===== src/rtl/pipeline_4_writeback.sv =====
// Writeback stage and 8x16 register file for the pipelined core.
// Three bypassed read ports plus a per-register pending-write scoreboard.
module pipeline_4_writeback (
  input  logic        clk,
  input  logic        rst,
  input  logic        update,
  input  logic        valid_in,
  input  logic        we_in,
  input  logic [2:0]  num_Rd_in,
  input  logic [15:0] result_in,
  input  logic        issue_valid,
  input  logic [2:0]  issue_Rd,
  input  logic [2:0]  num_Rm,
  input  logic [2:0]  num_Rn,
  input  logic [2:0]  num_Rram,
  input  logic        use_Rm,
  input  logic        use_Rn,
  input  logic        use_Rram,
  output logic [15:0] data_Rm,
  output logic [15:0] data_Rn,
  output logic [15:0] data_Rram,
  output logic        hazard,
  output logic        retire,
  output logic        err_overflow,
  output logic        err_underflow
);

  logic        wb_valid_q;
  logic        wb_we_q;
  logic [2:0]  wb_rd_q;
  logic [15:0] wb_data_q;
  logic [15:0] rf_q  [8];
  logic [1:0]  cnt_q [8];
  logic [1:0]  cnt_d [8];
  logic        ovf_q, ovf_d;
  logic        unf_q, unf_d;
  logic        commit;

  assign commit = wb_valid_q & wb_we_q;

  always_ff @(posedge clk or negedge rst) begin
    if (!rst) begin
      wb_valid_q <= 1'b0;
      wb_we_q    <= 1'b0;
      wb_rd_q    <= '0;
      wb_data_q  <= '0;
    end else begin
      wb_valid_q <= update & valid_in;
      if (update) begin
        wb_we_q   <= we_in;
        wb_rd_q   <= num_Rd_in;
        wb_data_q <= result_in;
      end
    end
  end

  always_ff @(posedge clk or negedge rst) begin
    if (!rst) begin
      for (int i = 0; i < 8; i++) rf_q[i] <= '0;
    end else if (commit) begin
      rf_q[wb_rd_q] <= wb_data_q;
    end
  end

  // Issue and commit to the same register cancel out.
  always_comb begin
    ovf_d = ovf_q;
    unf_d = unf_q;
    for (int r = 0; r < 8; r++) begin
      cnt_d[r] = cnt_q[r];
      if (issue_valid && issue_Rd == 3'(r) &&
          !(commit && wb_rd_q == 3'(r))) begin
        if (cnt_q[r] == 2'd3) ovf_d = 1'b1;
        else cnt_d[r] = cnt_q[r] + 2'd1;
      end else if (commit && wb_rd_q == 3'(r) &&
                   !(issue_valid && issue_Rd == 3'(r))) begin
        if (cnt_q[r] == 2'd0) unf_d = 1'b1;
        else cnt_d[r] = cnt_q[r] - 2'd1;
      end
    end
  end

  always_ff @(posedge clk or negedge rst) begin
    if (!rst) begin
      for (int i = 0; i < 8; i++) cnt_q[i] <= '0;
      ovf_q <= 1'b0;
      unf_q <= 1'b0;
    end else begin
      for (int i = 0; i < 8; i++) cnt_q[i] <= cnt_d[i];
      ovf_q <= ovf_d;
      unf_q <= unf_d;
    end
  end

  function automatic logic [15:0] rd_port(input logic [2:0] n);
    return (commit && wb_rd_q == n) ? wb_data_q : rf_q[n];
  endfunction

  // A last pending write committing now is covered by bypass.
  function automatic logic pend(input logic u, input logic [2:0] n);
    return u && cnt_q[n] != 2'd0 &&
           !(commit && wb_rd_q == n && cnt_q[n] == 2'd1);
  endfunction

  assign data_Rm       = rd_port(num_Rm);
  assign data_Rn       = rd_port(num_Rn);
  assign data_Rram     = rd_port(num_Rram);
  assign hazard        = pend(use_Rm, num_Rm) |
                         pend(use_Rn, num_Rn) |
                         pend(use_Rram, num_Rram);
  assign retire        = commit;
  assign err_overflow  = ovf_q;
  assign err_underflow = unf_q;

endmodule


===== config.mk =====
export PLATFORM = sky130hd
export DESIGN_NAME = pipeline_4_writeback
export DESIGN_NICKNAME = d
export VERILOG_FILES = /design/src/rtl/pipeline_4_writeback.sv
export SDC_FILE = /design/constraint.sdc
export NUM_CORES = 1
export LEC_CHECK = 0
export ABC_AREA = 0
export BUFFER_PORTS_ARGS = -buffer_cell sky130_fd_sc_hd__buf_2
export CAP_MARGIN = 20
export CORE_MARGIN = 2
export CORE_UTILIZATION = 60
export DETAILED_ROUTE_END_ITERATION = 8
export PLACE_DENSITY = 0.88
export SKIP_CTS_REPAIR_TIMING = 1
export SLEW_MARGIN = 25
export SYNTH_ARGS = -nofsm -noshare
export SYNTH_HDL_FRONTEND = slang
export SYNTH_SLANG_ARGS = --single-unit

===== constraint.sdc =====
create_clock -name clk -period 2.7 [get_ports clk]
set_input_delay 0.135 -clock clk [delete_from_list [all_inputs] [get_ports clk]]
set_output_delay 0.135 -clock clk [all_outputs]
set_load 0.02 [all_outputs]

==> qor.yml, run 1 <==
drt:
  drtPass1Iterations: 5
  drc: 0
  vias: 7857
  wl_per_cell_um: 25.3
  drtAntennaViolNets: 0
  routed_via_density: 6.84
  drtIter0Drc: 729
  wl_um: 29100
synth:
  synth_edf_count: 0
  yosysMostFrequentCell: "dfrtp_1"
  yosys.area.top_type: "dfrtp_1"
  synth.avg_cell_area_sq_um: 13.2
  syn_nets: 868
  synth_cell_types: 43
  yosys_register_bits: 167
  synth_ff_type: "dfrtp_1"
  synth_area_sq_mm: 0.0107
  ys_seq_area_frac: 0.390
  synth_commonest_cells: "dfrtp_1, mux2_2, mux4_2"
  synthCells: 812
  synthTopCellsByArea: "dfrtp_1, mux4_2, mux2_2"
  async_flop_share: 1.00
  synth_top_area_share: 0.390
  ys_warn_count: 0
sta:
  setup_violations: 0
  finalWorstSetupSlack_ns: 0.150
  fmax_mhz: 392
  tightest_slew_ns: 0.705
  maxSlewViolCount: 0
  rsz0062_at_grt: "false"
  min_period_over_period: 0.945
  hold_violations: 0
  fin_worst_skew_ns: 0.00744
  relSlewSlack: 0.529
  fin_crit_ns: 2.55
  fin_tns_setup_ns: 0
placed_design:
  dp.final_hpwl_um: 18200
  dp_slack_ns: 0.601
  place_congestion: 0.857
  dp.cells: 1095
  io_buffer_count: 91
clock_network:
  clkTransAtPathRegs_ns: 0.06
  h-tree-depth: 4
  cts_max_path_buffers: 2
  tritoncts: "yes"
  cts_buffers: 17
  clk_latency_ns: 0.44
  cts-root-buf: "clkbuf_16"
  clock_sinks: 167
finish:
  drive_above_1_share: 0.436
  area_delta_synth_final_pct: 14.8
  fillers: 1073
  final-instance-count-excl-fill: 1149
  multiInputGateArea_sq_mm: 0.00611
  fin_nets: 967
  diodes: 0
  ff_latch_area_sq_mm: 0.00418
critical_path:
  r2r_slack_ns: 0.55
  crit_path_end_kind: "output pin"
  cp_data_arrival_time_ns: 2.42
  startpoint_type: "register"
  rr_startpoint: "wb_rd_q[2]"
  reg2reg_depth: 7
  path_max_fanout: 14
  required_ns: 2.57
  critical_path_class: "register to output pin"
  r2r-end: "err_underflow"
grt:
  grt.overflow.total: 0
  met3_usage: 0.0600
  track_usage: 0.322
  use_met2: 0.520
  grt.met1_usage: 0.431
  antenna_found_initial: 0
  grt_pass1_wl_um: 44400
  grt_pass1_vias: 7757
  grt_busiest_layer: "met2"
  grt_max_degree: 65
power_and_ir_drop:
  internal_power_mw: 6.39
  switching_share: 0.330
  p_seq_frac: 0.410
  leakagePower_nw: 5.43
  net-switching-power_mw: 3.15
  peakVddDrop_v: 0.000580
  p_clk_frac: 0.274
  power_frac_comb: 0.316
  powerDensity_mw_per_mm2: 776
die:
  chipHeight_um: 138
  core_area_sq_mm: 0.0174
  dieWidth_um: 138
  io_pins: 92
  fp.dieArea_sq_mm: 0.0189
  initial_utilization: 0.617
  row_count: 48
worst_hold_path:
  hp-class: "input port to async pin"
run:
  drv_cap: 0
status:
  status: "finished, final reports clean"
cell usage in the layout (no fill, tap or decap), drive strengths merged:
cell	netlist	routed
dfrtp	167	167
mux2	148	148
buf	36	126
mux4	108	108
o21ai	64	64
nand2	62	62
mux2i	52	52
inv	28	30
dlygate4sd3	0	22
clkbuf	32	20
ha	16	16
nand3	14	14
nor2	13	13
nor2b	11	11
xor2	9	9
a21oi	8	8
nor4b	6	6
clkinv	0	5
nand2b	4	4
o41ai	4	4
o21bai	4	4
o31ai	4	4
bufinv	0	4
nor4	4	4
nor3	4	4
nand4	3	3
o211ai	2	2
a221oi	2	2
a311oi	2	2
a21boi	2	2
a311o	1	1
and2	1	1
a31oi	1	1
clkinvlp	0	1
worst max-delay path by stage:
stage | from | to | slack (ns)
floorplan | wb_rd_q[1] | err_overflow | 0.59
global placement | wb_we_q | data_Rm[12] | 0.66
detailed placement | wb_valid_q | err_underflow | 0.60
CTS | wb_valid_q | data_Rm[14] | 0.16
global route | wb_rd_q[0] | data_Rn[12] | 0.08
finish | wb_we_q | data_Rm[14] | 0.15
routing by layer:
| metal | vias to the layer above | part of all wire |
|---|---|---|
| li1 | 3293 | - |
| met2 | 482 | 0.50 |
| met5 | - | 0 |
| met4 | 0 | 0.035 |
| met1 | 3994 | 0.39 |
| met3 | 88 | 0.079 |
cell type report:
cell class,count,share of cell area
clock buffer,20,0.0363
inverter,28,0.00855
timing repair buffer,148,0.0809
tap,225,0.0229
sequential,167,0.340
clock inverter,12,0.0141
multi-input combinational,549,0.497
sequential cells by signal, summed over array words and instances, names as in the netlist:
| signal | cells |
|---|---|
| err_overflow | 1 |
| rf_q | 128 |
| wb_rd_q | 3 |
| cnt_q | 16 |
| err_underflow | 1 |
| wb_we_q | 1 |
| wb_data_q | 16 |
| wb_valid_q | 1 |
power by group through the flow:
| stage | combinational, mW | clock, mW | sequential, mW |
|---|---|---|---|
| floorplan | 2.30 | 0 | 3.59 |
| global placement | 2.84 | 0 | 3.78 |
| detailed placement | 2.93 | 0 | 3.87 |
| CTS | 2.99 | 2.62 | 3.87 |
| global route | 3.20 | 2.73 | 4.00 |
| finish | 3.02 | 2.62 | 3.91 |
per-stage QoR:
| stage | hold WS, ns | util | power, mW | cell area (sq um) |
|---|---|---|---|---|
| 2_1_floorplan | -0.161 | - | 5.89 | 10700 |
| 3_3_place_gp | 0.164 | 0.660 | 6.62 | 11500 |
| 3_5_place_dp | 0.166 | 0.660 | 6.80 | 11500 |
| 4_1_cts | -0.303 | 0.696 | 9.48 | 12100 |
| 5_1_grt | 0.292 | 0.708 | 9.92 | 12300 |
| 6_report | 0.258 | 0.708 | 9.54 | 12300 |
kinds of logic (layout without fill, tap and decap cells):
kind of cell             Yosys count  count (layout)  share of synthesized area
adder cells (fa/ha/maj)           16              16                     0.0187
buffers and inverters             96             208                     0.0409
AO/OA/AOI/OAI                     94              94                     0.0501
XOR/XNOR                           9               9                    0.00736
flip-flops                       167             167                      0.390
AND/OR/NAND/NOR                  122             122                     0.0618
multiplexers                     308             308                      0.431
worst max-delay path, cell delays in order (launching register included):
cell,delay (ns)
dfrtp_1,0.39
nand2_2,0.27
nor4_4,0.53
buf_4,0.30
nand2_1,0.07
o21ai_0,0.17
buf_2,0.24
(Power assumes the default switching activity.)
==> run 2: changes to the inputs <==
Settings changed: SETUP_SLACK_MARGIN set to 0.15.
==> qor.yml, run 2 (synthesis results as in run 1) <==
placed_design:
  place_congestion: 0.857
  dp_slack_ns: 0.601
  dp.final_hpwl_um: 18200
  io_buffer_count: 91
die:
  io_pins: 92
  initial_utilization: 0.617
  dieWidth_um: 138
  row_count: 48
  core_area_sq_mm: 0.0174
  chipHeight_um: 138
  fp.dieArea_sq_mm: 0.0189
grt:
  grt.overflow.total: 0
  grt_pass1_vias: 7757
  antenna_found_initial: 0
  grt_pass1_wl_um: 44400
  track_usage: 0.322
  grt_max_degree: 65
finish:
  final_cell_mix: "dfrtp_1, mux2_2, mux4_2"
  fillers: 1060
  fin_nets: 970
  final_common_cell: "dfrtp_1"
  reg_top3: "rf_q (128), cnt_q (16), wb_data_q (16)"
  regMostFlops: "rf_q"
  diodes: 0
  area_delta_synth_final_pct: 15.1
  drive_above_1_share: 0.439
  largest_reg_flops: 128
  post-route-util: 0.710
clock_network:
  clk_latency_ns: 0.45
  clock_sinks: 167
  cts-root-buf: "clkbuf_16"
  clkTransAtPathRegs_ns: 0.06
  tritoncts: "yes"
  cts_max_path_buffers: 2
  h-tree-depth: 4
  cts_buffers: 17
drt:
  wl_um: 29300
  routed_via_density: 6.83
  vias: 7866
  drtAntennaViolNets: 0
  drc: 0
  drtIter0Drc: 818
  drtPass1Iterations: 6
  wl_per_cell_um: 25.4
sta:
  setup_violations: 0
  hold_violations: 0
  min_period_over_period: 0.927
  finalWorstSetupSlack_ns: 0.198
  tightest_slew_ns: 0.720
  relSlewSlack: 0.519
  fin_worst_skew_ns: 0.0105
  rsz0062_at_grt: "false"
  fin_crit_ns: 2.50
  fmax_mhz: 400
  maxSlewViolCount: 0
  fin_tns_setup_ns: 0
worst_hold_path:
  hp-class: "input port to async pin"
critical_path:
  rr_startpoint: "wb_rd_q[2]"
  required_ns: 2.57
  startpoint_type: "register"
  path_max_fanout: 14
  r2r_slack_ns: 0.55
  reg2reg_depth: 7
  crit_path_end_kind: "output pin"
  r2r-end: "err_underflow"
  critical_path_class: "register to output pin"
  cp_data_arrival_time_ns: 2.37
power_and_ir_drop:
  peakVddDrop_v: 0.000577
  powerDensity_mw_per_mm2: 776
  leakagePower_nw: 5.45
run:
  drv_cap: 0
status:
  status: "finished, final reports clean"
[run 2: how the worst max path moves through the flow]
stage / from / endpoint / slack, ns / cells after the start
finish: wb_rd_q[0] / data_Rm[12] / 0.20 / 8
global route: wb_valid_q / data_Rn[12] / 0.08 / 6
CTS: wb_valid_q / data_Rm[14] / 0.16 / 6
detailed placement: wb_valid_q / err_underflow / 0.60 / 7
global placement: wb_we_q / data_Rm[12] / 0.66 / 6
floorplan: wb_rd_q[1] / err_overflow / 0.59 / 10
[run 2: cell type report]
type | count | area [sq um] | share of cell area
multi-input cells | 549 | 6110 | 0.496
clock buffers | 20 | 447 | 0.0362
clock inverters | 12 | 174 | 0.0141
repair buffers | 151 | 1020 | 0.0831
inverters | 28 | 105 | 0.00853
well taps | 225 | 282 | 0.0228
flip-flops and latches | 167 | 4180 | 0.339
[run 2: power by group]
part | switching [mW] | internal, mW
clock | 1.06 | 1.57
sequential | 0.758 | 3.15
combinational | 1.35 | 1.67
total | 3.17 | 6.40
[run 2: routing by layer]
layer,track usage,share of wire,wire [um],vias up
li1,-,-,-,3306
met1,0.431,0.38,11200,3975
met2,0.520,0.50,14500,493
met3,0.0600,0.087,2540,92
met4,0.139,0.035,1040,0
met5,0,0,0,-
[run 2: per-stage QoR]
step | hold WS (ns) | area (sq um) | instances | power [mW]
2_1_floorplan | -0.161 | 10700 | 812 | 5.89
3_3_place_gp | 0.164 | 11500 | 1095 | 6.62
3_5_place_dp | 0.166 | 11500 | 1095 | 6.80
4_1_cts | -0.303 | 12100 | 1127 | 9.48
5_1_grt | 0.292 | 12300 | 1152 | 9.94
6_report | 0.259 | 12300 | 1152 | 9.57
[run 2: worst max-delay path, cell delays in order, from the launching register on]
cell	delay, ns
dfrtp_2	0.43
buf_4	0.18
xor2_1	0.17
nor4_4	0.29
buf_4	0.20
buf_6	0.18
nand2_1	0.06
o21ai_0	0.15
buf_2	0.24
